[src/rtl/i2c_cmd_sequencer.sv]
// Command sequencer feeding an I2C master: runs a host-loaded register transaction table
// and gathers read-back bytes. Define I2C_SEQ_RETRY_EN to retry NACKed entries up to 3 times.
module i2c_cmd_sequencer #(
  parameter int         NUM_CMDS    = 8,
  parameter logic [6:0] DEV_ADDR    = 7'h6B,
  parameter int         RBUF_BYTES  = 8,
  parameter int         GAP_CYC     = 16,
  parameter int         TIMEOUT_CYC = 4095
) (
  input  logic                            clk,
  input  logic                            rst_n,
  input  logic                            tbl_we,
  input  logic [$clog2(NUM_CMDS)-1:0]     tbl_addr,
  input  logic [19:0]                     tbl_data,
  input  logic [$clog2(NUM_CMDS):0]       n_cmds,
  input  logic                            start,
  output logic                            cmd_valid,
  input  logic                            cmd_ready,
  output logic                            cmd_rw,
  output logic [6:0]                      cmd_dev,
  output logic [7:0]                      cmd_reg,
  output logic [7:0]                      cmd_wdata,
  output logic [3:0]                      cmd_rlen,
  input  logic                            rsp_valid,
  input  logic [7:0]                      rsp_data,
  input  logic                            rsp_last,
  input  logic                            rsp_nack,
  input  logic [$clog2(RBUF_BYTES)-1:0]   rd_sel,
  output logic [7:0]                      rd_byte,
  output logic                            busy,
  output logic                            done,
  output logic                            error,
  output logic [$clog2(NUM_CMDS)-1:0]     err_idx,
  output logic                            ovf,
  output logic [$clog2(RBUF_BYTES):0]     rbuf_count
);

  localparam int IW  = $clog2(NUM_CMDS);
  localparam int CW  = IW + 1;
  localparam int RW  = $clog2(RBUF_BYTES);
  localparam int RCW = RW + 1;
  localparam int TW  = $clog2(TIMEOUT_CYC + 1);
  localparam int GW  = $clog2(GAP_CYC + 1);

  typedef enum logic [2:0] {S_IDLE, S_ISSUE, S_WAIT, S_GAP, S_DONE, S_ERR} state_t;

  state_t          state_q, state_d;
  logic [CW-1:0]   idx_q, idx_d;
  logic [CW-1:0]   cnt_q, cnt_d;
  logic [TW-1:0]   tmo_q, tmo_d;
  logic [GW-1:0]   gap_q, gap_d;
  logic [RCW-1:0]  rbuf_count_q, rbuf_count_d;
  logic            error_q, error_d;
  logic [IW-1:0]   err_idx_q, err_idx_d;
  logic            ovf_q, ovf_d;
  logic [7:0]      rd_byte_q, rd_byte_d;

  logic [19:0]     tbl_mem [NUM_CMDS];
  logic [7:0]      rbuf_mem [RBUF_BYTES];

  logic [19:0]     cur;
  logic [CW-1:0]   n_lat;
  logic            buf_we;
  logic [RW-1:0]   buf_waddr;
  logic            to_err;
  logic            redo_now;

`ifdef I2C_SEQ_RETRY_EN
  logic [1:0]      retry_q, retry_d;
  logic            redo_q, redo_d;
  logic [RCW-1:0]  mark_q, mark_d;
  assign redo_now = redo_q;
`else
  assign redo_now = 1'b0;
`endif

  assign cur   = tbl_mem[idx_q[IW-1:0]];
  // Requests beyond the table depth are clamped so idx never leaves the table.
  assign n_lat = (int'(n_cmds) > NUM_CMDS) ? CW'(NUM_CMDS) : n_cmds;

  assign busy       = (state_q == S_ISSUE) || (state_q == S_WAIT) || (state_q == S_GAP);
  assign done       = (state_q == S_DONE);
  assign cmd_valid  = (state_q == S_ISSUE);
  assign cmd_rw     = cmd_valid & cur[19];
  assign cmd_dev    = cmd_valid ? DEV_ADDR : 7'h00;
  assign cmd_reg    = cmd_valid ? cur[15:8] : 8'h00;
  assign cmd_wdata  = cmd_valid ? cur[7:0] : 8'h00;
  assign cmd_rlen   = cmd_valid ? ({1'b0, cur[18:16]} + 4'd1) : 4'd0;
  assign error      = error_q;
  assign err_idx    = err_idx_q;
  assign ovf        = ovf_q;
  assign rbuf_count = rbuf_count_q;
  assign rd_byte    = rd_byte_q;

  always_comb begin
    state_d      = state_q;
    idx_d        = idx_q;
    cnt_d        = cnt_q;
    tmo_d        = tmo_q + TW'(1);
    gap_d        = gap_q + GW'(1);
    rbuf_count_d = rbuf_count_q;
    error_d      = error_q;
    err_idx_d    = err_idx_q;
    ovf_d        = ovf_q;
    buf_we       = 1'b0;
    buf_waddr    = rbuf_count_q[RW-1:0];
    to_err       = 1'b0;
`ifdef I2C_SEQ_RETRY_EN
    retry_d      = retry_q;
    redo_d       = redo_q;
    mark_d       = mark_q;
`endif
    case (state_q)
      S_ISSUE: begin
        if (cmd_ready) begin
          state_d = S_WAIT;
          tmo_d   = '0;
        end else if (tmo_q == TW'(TIMEOUT_CYC - 1)) begin
          to_err = 1'b1;
        end
      end
      S_WAIT: begin
        if (rsp_valid && cur[19] && !rsp_nack) begin
          if (rbuf_count_q < RCW'(RBUF_BYTES)) begin
            buf_we       = 1'b1;
            rbuf_count_d = rbuf_count_q + RCW'(1);
          end else begin
            ovf_d = 1'b1;
          end
        end
        if (rsp_valid && rsp_last) begin
          if (rsp_nack) begin
`ifdef I2C_SEQ_RETRY_EN
            // Rewind so a retried read refills the same buffer slots.
            if (retry_q != 2'd3) begin
              retry_d      = retry_q + 2'd1;
              redo_d       = 1'b1;
              rbuf_count_d = mark_q;
              state_d      = S_GAP;
              gap_d        = '0;
            end else begin
              to_err = 1'b1;
            end
`else
            to_err = 1'b1;
`endif
          end else begin
            state_d = S_GAP;
            gap_d   = '0;
          end
        end else if (tmo_q == TW'(TIMEOUT_CYC - 1)) begin
          to_err = 1'b1;
        end
      end
      S_GAP: begin
        if (gap_q == GW'(GAP_CYC - 1)) begin
          if (redo_now) begin
            state_d = S_ISSUE;
            tmo_d   = '0;
`ifdef I2C_SEQ_RETRY_EN
            redo_d  = 1'b0;
`endif
          end else if ((idx_q + CW'(1)) == cnt_q) begin
            state_d = S_DONE;
          end else begin
            idx_d   = idx_q + CW'(1);
            state_d = S_ISSUE;
            tmo_d   = '0;
`ifdef I2C_SEQ_RETRY_EN
            retry_d = '0;
            mark_d  = rbuf_count_q;
`endif
          end
        end
      end
      S_DONE, S_ERR: state_d = S_IDLE;
      default: ;
    endcase

    if (to_err) begin
      state_d   = S_ERR;
      error_d   = 1'b1;
      err_idx_d = idx_q[IW-1:0];
    end

    if (start && !busy) begin
      error_d      = 1'b0;
      ovf_d        = 1'b0;
      rbuf_count_d = '0;
      idx_d        = '0;
      cnt_d        = n_lat;
      tmo_d        = '0;
      state_d      = (n_lat == '0) ? S_DONE : S_ISSUE;
`ifdef I2C_SEQ_RETRY_EN
      retry_d      = '0;
      redo_d       = 1'b0;
      mark_d       = '0;
`endif
    end
  end

  // A byte landing on the selected slot this cycle is forwarded directly.
  always_comb begin
    rd_byte_d = 8'h00;
    if (int'(rd_sel) < RBUF_BYTES) begin
      rd_byte_d = rbuf_mem[rd_sel];
      if (buf_we && (buf_waddr == rd_sel)) rd_byte_d = rsp_data;
    end
  end

  always_ff @(posedge clk) begin
    if (!rst_n) begin
      state_q      <= S_IDLE;
      idx_q        <= '0;
      cnt_q        <= '0;
      tmo_q        <= '0;
      gap_q        <= '0;
      rbuf_count_q <= '0;
      error_q      <= 1'b0;
      err_idx_q    <= '0;
      ovf_q        <= 1'b0;
      rd_byte_q    <= 8'h00;
    end else begin
      state_q      <= state_d;
      idx_q        <= idx_d;
      cnt_q        <= cnt_d;
      tmo_q        <= tmo_d;
      gap_q        <= gap_d;
      rbuf_count_q <= rbuf_count_d;
      error_q      <= error_d;
      err_idx_q    <= err_idx_d;
      ovf_q        <= ovf_d;
      rd_byte_q    <= rd_byte_d;
    end
  end

`ifdef I2C_SEQ_RETRY_EN
  always_ff @(posedge clk) begin
    if (!rst_n) begin
      retry_q <= '0;
      redo_q  <= 1'b0;
      mark_q  <= '0;
    end else begin
      retry_q <= retry_d;
      redo_q  <= redo_d;
      mark_q  <= mark_d;
    end
  end
`endif

  always_ff @(posedge clk) begin
    if (tbl_we && !busy && (int'(tbl_addr) < NUM_CMDS)) tbl_mem[tbl_addr] <= tbl_data;
    if (buf_we && rst_n) rbuf_mem[buf_waddr] <= rsp_data;
  end

endmodule
[config.mk]
export PLATFORM = sky130hd
export DESIGN_NAME = i2c_cmd_sequencer
export DESIGN_NICKNAME = d
export VERILOG_FILES = /design/src/rtl/i2c_cmd_sequencer.sv
export SDC_FILE = /design/constraint.sdc
export NUM_CORES = 1
export LEC_CHECK = 0
export ABC_AREA = 1
export BUFFER_PORTS_ARGS = -buffer_cell sky130_fd_sc_hd__buf_2
export CELL_PAD_IN_SITES_DETAIL_PLACEMENT = 0
export CELL_PAD_IN_SITES_GLOBAL_PLACEMENT = 1
export CORE_ASPECT_RATIO = 1.5
export CORE_MARGIN = 3
export CORE_UTILIZATION = 48
export CTS_CLUSTER_SIZE = 14
export DETAILED_ROUTE_END_ITERATION = 8
export PLACE_DENSITY = 0.81
export SLEW_MARGIN = 20
export SYNTH_ARGS = -nofsm -noshare
export SYNTH_HDL_FRONTEND = slang
export SYNTH_SLANG_ARGS = --single-unit
[constraint.sdc]
create_clock -name clk -period 2.8 [get_ports clk]
set_input_delay 0.14 -clock clk [delete_from_list [all_inputs] [get_ports clk]]
set_output_delay 0.14 -clock clk [all_outputs]
set_load 0.02 [all_outputs]
==> impl_metrics.csv, run 1 <==
group,metric,value,unit
synth,synth_seq_cells,272,
cts,worstSkewPairLatency,0.53,ns
synth,yosysSeqAreaShare,0.685,
place,postPlaceCellArea,12000,µm²
power,p_comb_frac,0.133,
finish,final_util,0.585,
cts,clk_pin_slew,0.06,ns
synth,synth_cell_types,42,
power,seqPwrFrac,0.496,
drt,ant_nets,0,
critical_path,cp_slowest_cell,"dfxtp_2",
place,io_buffers,91,
cts,htree_levels,1,
timing,final_max_slew_viol_count,0,
critical_path,path_class,"reg -> out",
global_route,grt_max_degree,67,
critical_path,endpoint_kind,"output pin",
synth,synth_top_cell_area_share,0.599,
synth,synth_area_leader_cell,"edfxtp_1",
global_route,antenna_found_initial,0,
critical_path,cp.required,2.66,ns
finish,finish.instance_area,13200,µm²
place,globalplace.congestion,0.829,
power,p_switching,2.33,mW
drt,wl,25000,µm
die,coreArea,22600,µm²
power,ir_drop,604,µV
synth,postSynth.asyncResetShare,0,
critical_path,path_max_fanout,16,
job,drv_cap,0,
global_route,grt_pass1_vias,7524,
worst_hold_path,holdPathStages,3,
power,intPower,6.99,mW
synth,synth_area_leaders,"edfxtp_1 60%, dfxtp_1 8.6%, nor2_1 7.1%, o21ai_0 5.5%, nand2_1 3.6%",
synth,synthCells,993,
die,initial_core_util,0.496,
critical_path,rr_endpoint,"rbuf_mem[1][0]$_DFFE_PP_",
die,die_h,193,µm
synth,synth_area,11200,µm²
synth,synth_edf_count,224,
worst_hold_path,holdCritStartpoint,"rst_n",
timing,fmaxAchievable,383,MHz
timing,fin_skew,0.0107,ns
synth,avgSynthCellArea,11.3,µm²
timing,finalHoldWorstSlack,0.0752,ns
timing,relSlewSlack,0.478,
critical_path,crit_path_start_kind,"register",
timing,finalSetupViolCount,0,
drt,via_count,7605,
power,swShare,0.250,
finish,fin_nets,1181,
die,row_count,67,
global_route,grt_overflow,0,
cts,root_buffer,"clkbuf_16",
run_status,status,"complete, no violations",
power,p_per_area,704,nW/µm²
timing,rsz0062_at_grt,"no",
die,dieArea,25300,µm²
power,power,9.32,mW
die,die_w,131,µm
timing,fin_crit,2.61,ns
power,clkPwrFrac,0.372,
cts,clock_path_buffers,3,
finish,drive_gt1_frac,0.174,
drt,via_per_inst,5.34,
worst_hold_path,min_path_type,"in -> reg",
die,ios,94,
timing,tightest_slew,0.782,ns
synth,synth_common_cells,"224 x edfxtp_1, 211 x nor2_1, 123 x o21ai_0, 107 x nand2_1, 48 x dfxtp_1",
drt,drt-initial-drc-count,497,
synth,ys.flop_type,"edfxtp_1",
place,dp_hpwl,15700,µm
global_route,grt_pass1_wl,39400,µm
synth,yosysMostFrequentCell,"edfxtp_1",
critical_path,reg2reg_depth,7,
drt,drt-pass1-iter-count,5,
timing,fin_setup_tns,0,ns
global_route,grt_usage,0.196,
power,power_leakage,4.94,nW
critical_path,r2r_slack,0.49,ns
finish,antenna_cells,0,
timing,finalHoldViolCount,0,
critical_path,slowest_delay,0.52,ns
cts,cts_tree,"built",
finish,syn2layout_area_growth,17.9,%
critical_path,worstPathArrival,2.47,ns
timing,post-route-period-util,0.933,
worst_hold_path,hold-path-endpoint,"rd_byte[4]$_SDFF_PN0_",
cts,cts.sinks,272,
cts,cts_inserted_buffers,26,
drt,drcViolationCount,0,
critical_path,worstPathCellList,"inv_4, o21ai_0, o22ai_1, o21ai_1, inv_1, ha_1, xnor2_1, nor2_1, buf_2",
synth,yosys_warnings,0,
drt,routedWlPerCell,17.6,µm
-- worst max-delay path by stage --
stage,end,cells past startpoint
after floorplan,tbl_mem[1][0]$_DFFE_PP_,3
after global placement,cmd_rlen[3],8
after detailed placement,cmd_rlen[3],8
after CTS,cmd_rlen[3],9
after global routing,cmd_rlen[3],9
final,cmd_rlen[2],9
-- routing by layer --
layer / track usage / vias to the layer above / part of all wire
li1: - / 3735 / -
met2: 0.345 / 199 / 0.52
met1: 0.244 / 3629 / 0.40
met4: 0.0599 / 0 / 0.025
met3: 0.0295 / 42 / 0.048
met5: 0 / - / 0
-- layout by cell type (no fill, tap or decap), drive strengths merged --
cell type | netlist | final
clkinvlp | 0 | 1
a21oi | 15 | 15
nor3 | 7 | 7
edfxtp | 224 | 224
dlygate4sd3 | 0 | 37
xnor2 | 6 | 6
clkbuf | 19 | 34
a31oi | 21 | 21
nand4 | 3 | 3
a211oi | 2 | 2
inv | 50 | 50
xor2 | 9 | 9
o22ai | 21 | 21
o31ai | 1 | 1
o221ai | 1 | 1
dfxtp | 48 | 48
nand2 | 116 | 116
nand3 | 49 | 49
nor2 | 216 | 216
nor3b | 1 | 1
clkinv | 1 | 11
o211ai | 7 | 7
conb | 1 | 2
a32o | 1 | 1
and3 | 1 | 1
o21ai | 129 | 129
nand3b | 3 | 3
ha | 8 | 8
bufinv | 0 | 3
buf | 33 | 120
-- cell type report --
| class | instances | area (µm²) |
|---|---|---|
| inverter | 51 | 196 |
| multi-input combinational | 619 | 3070 |
| sequential | 272 | 7690 |
| tap | 276 | 345 |
| clock buffer | 34 | 702 |
| clock inverter | 14 | 144 |
| timing repair buffer | 157 | 1080 |
| fill | 1841 | 9400 |
-- cells by family after synthesis --
logic type / Yosys count / synth area share
flip-flops: 272 / 0.685
AO/OA/AOI/OAI: 198 / 0.0985
XOR/XNOR: 15 / 0.0117
AND/OR/NAND/NOR: 396 / 0.152
adder cells (fa/ha/maj): 8 / 0.00892
buffers and inverters: 103 / 0.0437
other: 1 / 0.000334
-- power by group through the flow --
| stage | clock network (mW) | registers, mW | logic, mW |
|---|---|---|---|
| 2_1_floorplan | 0 | 4.71 | 0.805 |
| 3_3_place_gp | 0 | 4.70 | 1.18 |
| 3_5_place_dp | 0 | 4.71 | 1.19 |
| 4_1_cts | 3.54 | 4.62 | 1.25 |
| 5_1_grt | 3.70 | 4.64 | 1.37 |
| 6_report | 3.46 | 4.62 | 1.24 |
-- worst max-delay path: cells and delay by family, from the launching register on --
family / cells / cell delay (ns)
AO/OA/AOI/OAI: 3 / 0.60
XOR/XNOR: 1 / 0.12
adder cells (fa/ha/maj): 1 / 0.21
buffers and inverters: 3 / 0.39
flip-flops: 1 / 0.52
AND/OR/NAND/NOR: 1 / 0.10
-- flip-flops by register name (all words and copies together), names as in the netlist, named ones only --
register and flops:
cnt_q 4, gap_q 5, idx_q 4, error 1, tmo_q 12, tbl_mem 160
err_idx 3, rbuf_count 4, rbuf_mem 64, state_q 3, rd_byte 8, ovf 1
-- what timing repair did --
item                                    CTS  global route
hold buffers                             37             0
endpoints found under the hold margin   240             0
resized for setup                         1             5
setup buffers                             0             0
endpoints found under the setup margin    1             6
-- per-stage QoR --
stage               instances  setup slack (ns)
global route             1423           0.00683
detailed placement       1338             0.519
finish                   1423             0.188
floorplan                 994             0.718
global placement         1338             0.499
CTS                      1423            0.0446
(Power assumes the default switching activity.)
==> run 2, diff against run 1 <==
BUFFER_PORTS_ARGS = -buffer_cell sky130_fd_sc_hd__buf_4   (was -buffer_cell sky130_fd_sc_hd__buf_2)
==> impl_metrics.csv, run 2 (synthesized netlist as in run 1, its figures left out) <==
group,metric,value,unit
critical_path,worstPathArrival,2.43,ns
power,power_leakage,5.00,nW
finish,syn2layout_area_growth,20.1,%
worst_hold_path,min_path_type,"in -> reg",
power,ir_drop,710,µV
timing,relSlewSlack,0.508,
global_route,grt_pass1_wl,39800,µm
drt,via_per_inst,5.38,
critical_path,crit_path_start_kind,"register",
cts,cts_setup_buffers,0,
die,die_h,193,µm
drt,via_count,7669,
place,io_buffers,91,
cts,clk_pin_slew,0.06,ns
timing,finalSetupViolCount,0,
finish,top_regs,"tbl_mem x160, rbuf_mem x64, tmo_q x12",
drt,drt-pass1-iter-count,5,
power,p_per_area,700,nW/µm²
die,coreArea,22600,µm²
cts,clock_path_buffers,3,
finish,layout_common_cells,"224 x edfxtp_1, 203 x nor2_1, 122 x o21ai_0, 121 x buf_4, 107 x nand2_1",
critical_path,path_class,"reg -> out",
finish,finish.instance_area,13500,µm²
cts,root_buffer,"clkbuf_16",
timing,layout_setup_ws,0.227,ns
critical_path,endpoint_kind,"output pin",
job,drv_cap,0,
run_status,status,"complete, no violations",
die,dieArea,25300,µm²
global_route,antenna_found_initial,0,
timing,final_max_slew_viol_count,0,
global_route,grt_overflow,0,
die,initial_core_util,0.496,
timing,finalHoldViolCount,0,
global_route,grt_max_degree,46,
drt,drcViolationCount,0,
drt,dr_wl_met3,1230,µm
finish,instances_no_fill,1426,
finish,largest-register,"tbl_mem",
timing,fin_skew,0.00848,ns
timing,tightest_slew,0.738,ns
drt,wl_met1,10000,µm
cts,cts.sinks,272,
global_route,grt_usage,0.198,
cts,cts_inserted_buffers,26,
finish,fin_nets,1184,
drt,drt-initial-drc-count,415,
drt,routedWlPerCell,17.5,µm
drt,wl_met2,13000,µm
cts,cts_tree,"built",
global_route,grt_pass1_vias,7572,
power,power,9.44,mW
timing,post-route-period-util,0.919,
place,dp_hpwl,16000,µm
drt,ant_nets,0,
cts,htree_levels,1,
die,row_count,67,
timing,rsz0062_at_grt,"no",
finish,antenna_cells,0,
critical_path,path_max_fanout,31,
place,postPlaceCellArea,12200,µm²
die,die_w,131,µm
finish,final_common_cell,"edfxtp_1",
drt,routed.top_layer,"met4",
timing,fin_crit,2.57,ns
place,place_inst,1340,
finish,largest_reg_flops,160,
finish,drive_gt1_frac,0.179,
timing,fmaxAchievable,389,MHz
timing,fin_setup_tns,0,ns
place,place_ws,0.482,ns
cts,worstSkewPairLatency,0.52,ns
critical_path,cp.required,2.66,ns
die,ios,94,
place,globalplace.congestion,0.840,
drt,wl,25000,µm
run 2: final cells by class:
class                           count  area [µm²]
Inverter                           51         196
Fill cell                        1906        9150
Sequential cell                   272        7690
Multi-Input combinational cell    619        3070
Clock buffer                       38         767
Timing Repair Buffer              160        1310
Tap cell                          276         345
Clock inverter                     10         103
run 2: per-stage QoR:
step | utilization | hold slack (ns)
detailed placement | 0.540 | 0.375
finish | 0.596 | 0.0355
global route | 0.596 | 0.0459
CTS | 0.596 | 0.00424
global placement | 0.540 | 0.371
floorplan | - | 0.239
run 2: final timing paths:
path / depth (start not counted) / end / from / slack, ns
worst max-delay path: 9 / cmd_rlen[2] / register / 0.23
worst min-delay path: 4 / rd_byte[7]$_SDFF_PN0_ / rd_sel[2] / 0.04
worst max register to register: 8 / rbuf_mem[5][0]$_DFFE_PP_ / register / 0.48
worst min register to register: 1 / gap_q[0]$_SDFF_PN0_ / gap_q[0]$_SDFF_PN0_ / 0.45
run 2: worst max-delay path, cell delays in order (launching register included):
cell,delay (ns)
dfxtp_2,0.36
buf_4,0.24
o21ai_0,0.24
o22ai_1,0.12
o21ai_1,0.28
inv_1,0.08
ha_1,0.21
xnor2_1,0.16
nor2_1,0.06
buf_4,0.16
run 2: where the power goes:
group          leakage, nW  switching [mW]  internal (mW)
Clock                0.425            1.40           2.08
Sequential            2.42          0.0722           4.55
Combinational         2.16           0.849          0.483
run 2: routing by layer:
layer	global-route usage	vias up
met5	0	-
li1	-	3738
met1	0.251	3676
met3	0.0251	49
met4	0.0614	0
met2	0.351	206
run 2: timing repair:
action                     4_1_cts  5_1_grt
setup endpoints to repair        0        2
gates resized for setup          0        1
hold endpoints to repair       242        0
hold buffers                    38        0
